`src/rtl/dea_frame_sequencer.sv`:
```
// dea_frame_sequencer: captures one framed request (length, data, key length,
// key) from the UART receiver, XORs the data with the repeating key one byte
// per cycle, and streams the ciphertext back through the UART sender.
// Optional feature macro: DEA_LEN_HEADER_EN -- when defined, the frame length is
// sent as a header byte ahead of the ciphertext.
module dea_frame_sequencer #(
  parameter int MAX_DATA = 100,
  parameter int MAX_KEY  = 4
) (
  input  logic       Clk_100M,
  input  logic       Reset,
  input  logic [7:0] Rx_Data,
  input  logic       Rx_Ready,
  output logic       Rx_Ack,
  output logic [7:0] Tx_Data,
  output logic       Tx_Send,
  input  logic       Tx_Busy,
  input  logic [7:0] view_idx,
  output logic [7:0] view_plain,
  output logic [7:0] view_cipher,
  output logic       busy,
  output logic       done,
  output logic       err
);

  localparam int DAW = (MAX_DATA > 1) ? $clog2(MAX_DATA) : 1;
  localparam int KAW = (MAX_KEY > 1) ? $clog2(MAX_KEY) : 1;
  localparam logic [7:0] MAX_DATA_B = 8'(MAX_DATA);
  localparam logic [7:0] MAX_KEY_B  = 8'(MAX_KEY);

  typedef enum logic [2:0] {
    S_LEN, S_DATA, S_KLEN, S_KEY, S_ENC, S_TXHDR, S_TXDATA, S_ERR
  } state_t;

  // Per-byte sender handshake: wait idle, hold request until busy, wait done.
  typedef enum logic [1:0] {TX_IDLE, TX_SEND, TX_WAIT} txph_t;

  state_t     state_q, state_d;
  txph_t      txph_q, txph_d;
  logic [7:0] len_q, len_d;
  logic [7:0] klen_q, klen_d;
  logic [7:0] cnt_q, cnt_d;
  logic [7:0] i_q, i_d;
  logic [7:0] k_q, k_d;
  logic       rx_ack_q, rx_ack_d;
  logic       tx_send_q, tx_send_d;
  logic [7:0] tx_data_q, tx_data_d;
  logic       done_q, done_d;

  logic       rx_accept;
  logic       data_we, key_we, res_we;
  logic [7:0] tx_byte;

  // Buffers are deliberately left out of reset; the display sees stale bytes.
  logic [7:0] data_mem   [MAX_DATA];
  logic [7:0] key_mem    [MAX_KEY];
  logic [7:0] result_mem [MAX_DATA];

  assign rx_accept   = Rx_Ready & ~rx_ack_q;
  assign Rx_Ack      = rx_ack_q;
  assign Tx_Send     = tx_send_q;
  assign Tx_Data     = tx_data_q;
  assign done        = done_q;
  assign err         = (state_q == S_ERR);
  assign busy        = (state_q != S_LEN) && (state_q != S_ERR);
  assign view_plain  = (view_idx < MAX_DATA_B) ? data_mem[view_idx[DAW-1:0]] : 8'h00;
  assign view_cipher = (view_idx < MAX_DATA_B) ? result_mem[view_idx[DAW-1:0]] : 8'h00;
  assign tx_byte     = (state_q == S_TXHDR) ? len_q : result_mem[i_q[DAW-1:0]];

  // Control registers: state, counters and handshake outputs.
  always_ff @(posedge Clk_100M) begin
    if (Reset) begin
      state_q   <= S_LEN;
      txph_q    <= TX_IDLE;
      len_q     <= '0;
      klen_q    <= '0;
      cnt_q     <= '0;
      i_q       <= '0;
      k_q       <= '0;
      rx_ack_q  <= 1'b0;
      tx_send_q <= 1'b0;
      tx_data_q <= '0;
      done_q    <= 1'b0;
    end else begin
      state_q   <= state_d;
      txph_q    <= txph_d;
      len_q     <= len_d;
      klen_q    <= klen_d;
      cnt_q     <= cnt_d;
      i_q       <= i_d;
      k_q       <= k_d;
      rx_ack_q  <= rx_ack_d;
      tx_send_q <= tx_send_d;
      tx_data_q <= tx_data_d;
      done_q    <= done_d;
    end
  end

  // Buffer writes: captured data/key bytes and one ciphertext byte per S_ENC cycle.
  always_ff @(posedge Clk_100M) begin
    if (data_we) data_mem[cnt_q[DAW-1:0]] <= Rx_Data;
    if (key_we)  key_mem[cnt_q[KAW-1:0]]  <= Rx_Data;
    if (res_we)  result_mem[i_q[DAW-1:0]] <= data_mem[i_q[DAW-1:0]] ^ key_mem[k_q[KAW-1:0]];
  end

  // Next-state logic: frame parsing, encryption walk and sender handshake.
  always_comb begin
    state_d   = state_q;
    txph_d    = txph_q;
    len_d     = len_q;
    klen_d    = klen_q;
    cnt_d     = cnt_q;
    i_d       = i_q;
    k_d       = k_q;
    tx_send_d = tx_send_q;
    tx_data_d = tx_data_q;
    done_d    = 1'b0;
    data_we   = 1'b0;
    key_we    = 1'b0;
    res_we    = 1'b0;

    // The receiver is always serviced, even when the byte is thrown away.
    rx_ack_d = rx_ack_q;
    if (rx_accept)      rx_ack_d = 1'b1;
    else if (!Rx_Ready) rx_ack_d = 1'b0;

    case (state_q)
      S_LEN: begin
        if (rx_accept && (Rx_Data != 8'h00)) begin
          if (Rx_Data > MAX_DATA_B) begin
            state_d = S_ERR;
          end else begin
            len_d   = Rx_Data;
            cnt_d   = '0;
            state_d = S_DATA;
          end
        end
      end
      S_DATA: begin
        if (rx_accept) begin
          data_we = 1'b1;
          if (cnt_q == len_q - 8'd1) begin
            cnt_d   = '0;
            state_d = S_KLEN;
          end else begin
            cnt_d = cnt_q + 8'd1;
          end
        end
      end
      S_KLEN: begin
        if (rx_accept) begin
          if ((Rx_Data == 8'h00) || (Rx_Data > MAX_KEY_B)) begin
            state_d = S_ERR;
          end else begin
            klen_d  = Rx_Data;
            cnt_d   = '0;
            state_d = S_KEY;
          end
        end
      end
      S_KEY: begin
        if (rx_accept) begin
          key_we = 1'b1;
          if (cnt_q == klen_q - 8'd1) begin
            cnt_d   = '0;
            i_d     = '0;
            k_d     = '0;
            state_d = S_ENC;
          end else begin
            cnt_d = cnt_q + 8'd1;
          end
        end
      end
      S_ENC: begin
        res_we = 1'b1;
        // Key index wraps by compare rather than modulo.
        k_d = (k_q == klen_q - 8'd1) ? 8'd0 : k_q + 8'd1;
        if (i_q == len_q - 8'd1) begin
          i_d    = '0;
          txph_d = TX_IDLE;
`ifdef DEA_LEN_HEADER_EN
          state_d = S_TXHDR;
`else
          state_d = S_TXDATA;
`endif
        end else begin
          i_d = i_q + 8'd1;
        end
      end
      S_TXHDR, S_TXDATA: begin
        case (txph_q)
          TX_IDLE: begin
            if (!Tx_Busy) begin
              tx_data_d = tx_byte;
              tx_send_d = 1'b1;
              txph_d    = TX_SEND;
            end
          end
          TX_SEND: begin
            if (Tx_Busy) begin
              tx_send_d = 1'b0;
              txph_d    = TX_WAIT;
            end
          end
          default: begin
            if (!Tx_Busy) begin
              txph_d = TX_IDLE;
              if (state_q == S_TXHDR) begin
                i_d     = '0;
                state_d = S_TXDATA;
              end else if (i_q == len_q - 8'd1) begin
                i_d     = '0;
                done_d  = 1'b1;
                state_d = S_LEN;
              end else begin
                i_d = i_q + 8'd1;
              end
            end
          end
        endcase
      end
      S_ERR: begin
        state_d = S_ERR;
      end
      default: begin
        state_d = S_LEN;
      end
    endcase
  end

endmodule

```
`config.mk`:
```
export PLATFORM = sky130hd
export DESIGN_NAME = dea_frame_sequencer
export DESIGN_NICKNAME = d
export VERILOG_FILES = /design/src/rtl/dea_frame_sequencer.sv
export SDC_FILE = /design/constraint.sdc
export NUM_CORES = 2
export LEC_CHECK = 0
export ABC_AREA = 1
export BUFFER_PORTS_ARGS = -buffer_cell sky130_fd_sc_hd__buf_2
export CAP_MARGIN = 20
export CORE_MARGIN = 2
export CORE_UTILIZATION = 25
export CTS_CLUSTER_DIAMETER = 200
export CTS_CLUSTER_SIZE = 10
export DETAILED_ROUTE_END_ITERATION = 10
export HOLD_SLACK_MARGIN = 0.05
export PLACE_DENSITY_LB_ADDON = 0.15
export SLEW_MARGIN = 20
export SYNTH_ARGS = -nofsm -noshare
export SYNTH_HDL_FRONTEND = slang
export SYNTH_SLANG_ARGS = --single-unit
```
`constraint.sdc`:
```
create_clock -name Clk_100M -period 3.8 [get_ports Clk_100M]
set_input_delay 0.57 -clock Clk_100M [delete_from_list [all_inputs] [get_ports Clk_100M]]
set_output_delay 0.57 -clock Clk_100M [all_outputs]
set_load 0.005 [all_outputs]
```
==> metrics <==
pin count of the biggest net entering global routing between 100 and 150; Worst Setup Start Kind input pin; Area growth syn-to-layout 16.3%; Post-Syn Area about 85000 sq um; IO Port Bufs 48; vias in the first global route 69.4k; Post-Syn Nets 9119; sequential area share after synthesis 59.3%; post-synth cell types 45; die height between 500 and 600 um; Die X-Extent about 600 um; asr flop ratio synth 0%; Top FF cell, synth edfxtp_1; YS warnings 0; Gate Count Post-Synth between 9k and 10k; CP max FO 52; Yosys top cell by area edfxtp_1; DRT Wirelength 364000 um; Power Total between 50 and 60 mW; Root Driver clkbuf_16; WL per Instance 26.4 um; share of layout cells above drive strength 1 under 10%; final setup margin a little over 70 ps; most frequent cells after synthesis edfxtp_1, nand2_1, nor2_1, o21ai_0, nand3_1; Core Region 337000 sq um; slew margin rel. between 30 and 40%; Synth area leaders edfxtp_1, o21ai_0, nand2_1; Post-synth EDFFs 1632; number of iterations in the first detailed-routing pass 6; Multi-input gate area 29900 sq um; detailed placer's ending HPWL about 230000 um; pin slew with the least headroom to its limit about 1000 ps; Period minus WS final 3730 ps; worst skew pair latency around 900 ps; drt initial violations roughly 7.5k; final period utilization between 90% and 100%; top-count cell post-synth edfxtp_1; clock transition at the registers of the reported paths 50 ps; row count ~210; reg-to-reg slack, setup approximately 200 ps; FILL cells 34.9k; Setup Skew 72.1 ps; Setup CP Type in -> out; Overflow after GRT 0; fmax 268 MHz; # clock sinks 1697; status finished, final reports clean; WHS 110 ps; die area approximately 340000 sq um; DR DRC count 0; Detail Route Antenna Nets 0; initial antenna violation count 8; Final Max Slew Viols 0; Via density around 5.2; GPL Wtd Cong roughly 0.86; Finished Cell Area about 99000 sq um; Synth Register Bits 1697; Yosys top cell area share 57.8%; Reg area ~50000 sq um; Arrival @ worst endpoint between 3000 and 4000 ps; Top Ports 49; Worst setup EP type primary output; CP required between 3000 and 4000 ps; # setup viols final 0; DP Worst Slack -215 ps; Num CTS Buffers 195; first-pass GRT wire length between 500000 and 600000 um; Nets 9240; Worst VDD drop 0.540 mV; htree depth 4; clk buf depth 4; TritonCTS clock tree yes; leak pwr around 34 nW; Synth Area per Inst between 9 and 10 sq um; Post-DP Area 93300 sq um; Final Hold Violating Endpoints 0; Pwr Density roughly 600 nW/um^2; GRT Util Overall about a fifth; Max Cap Violations 0; initial core utilization 25.2%; worst min-delay path class in -> reg; vias between 70k and 80k
repair_timing:
action	CTS	global route
hold buffers	3	0
endpoints found under the setup margin	5	10
resized for setup	10	25
pin swaps	0	4
endpoints found under the hold margin	9	0
buffers inserted	0	0
cells by family after synthesis:
logic type | count (synthesis) | synth area share, %
AOI/OAI and AO/OA | 2272 | 15.0
xor gates and xnor gates | 13 | 0.134
adders and majority gates | 8 | 0.118
buffers and inverters | 1027 | 5.67
DFF | 1697 | 59.3
and+or+nand+nor | 4074 | 19.8
metrics by stage:
step / cells / TNS, ps / util [%]
after floorplan: 9091 / 0 / -
after global placement: 13528 / -622 / 27.7
after detailed placement: 13528 / -475 / 27.7
after CTS: 13772 / 0 / 29.2
after global routing: 13772 / -0.0602 / 29.3
final: 13776 / 0 / 29.3
state kept, by name, indices dropped and copies added (netlist names), 2 cells and up, named ones only:
signal,flops
data_mem,800
result_mem,800
key_mem,32
Tx_Data,8
cnt_q,8
i_q,8
k_q,8
klen_q,8
len_q,8
state_q,3
txph_q,2
report_power, final:
group,switching [mW],total (mW),internal (mW)
clock network,7.67,17.0,9.30
registers,0.204,23.3,23.1
logic,14.2,19.2,5.00
total,22.1,59.5,37.4
final timing paths:
path | startpoint | endpoint | cells past startpoint
worst max register to register | flip-flop | result_mem[76][6]$_DFFE_PP_ | 14
worst max-delay path | view_idx[0] | view_plain[0] | 14
worst min-delay path | Rx_Data[7] | data_mem[22][7]$_DFFE_PP_ | 1
worst min register to register | txph_q[0]$_SDFFE_PP0P_ | txph_q[0]$_SDFFE_PP0P_ | 2
worst max-delay path, cell delays in order:
cell,delay [ps]
buf_8,170
buf_16,300
buf_4,240
a21oi_1,70
o21ai_1,80
nand3_1,80
nand3_1,180
nand4_1,270
o21ai_2,230
nand2_1,80
o211ai_1,300
a21oi_1,170
buf_4,190
buf_2,120
layer usage:
metal  share of wire (%)  track usage [%]
met1                  43             27.3
met2                  46             33.2
met3                 5.8             2.31
met4                 4.7             8.68
met5              0.0063                0
placed cells by master, fill, tap and decap left out, types with 9 or more instances in the layout:
master     instances
nand4_1           29
clkbuf_1          38
buf_4            457
inv_2             12
nand3_2           13
a21oi_1          352
o21ai_0         1263
xor2_1             9
o221ai_1         105
o22ai_1          180
buf_2             36
edfxtp_1        1632
o211ai_1         260
clkinv_1          12
nand3_1         1047
nand2_4           10
clkbuf_16        199
inv_1            289
nor2_1          1360
buf_12           128
o21ai_1           84
nand2_1         1570
dfxtp_1           59
nor3_1            15
final cells by class:
type | instances | share of cell area [%]
sequential | 1697 | 51.0
clock buffer | 237 | 5.19
tap | 4515 | 5.73
inverter | 320 | 1.27
timing repair buffer | 631 | 6.41
multi-input combinational | 6367 | 30.3
clock inverter | 4 | 0.0317
antenna | 5 | 0.0127
No activity file was read; power rests on OpenSTA's default activity.
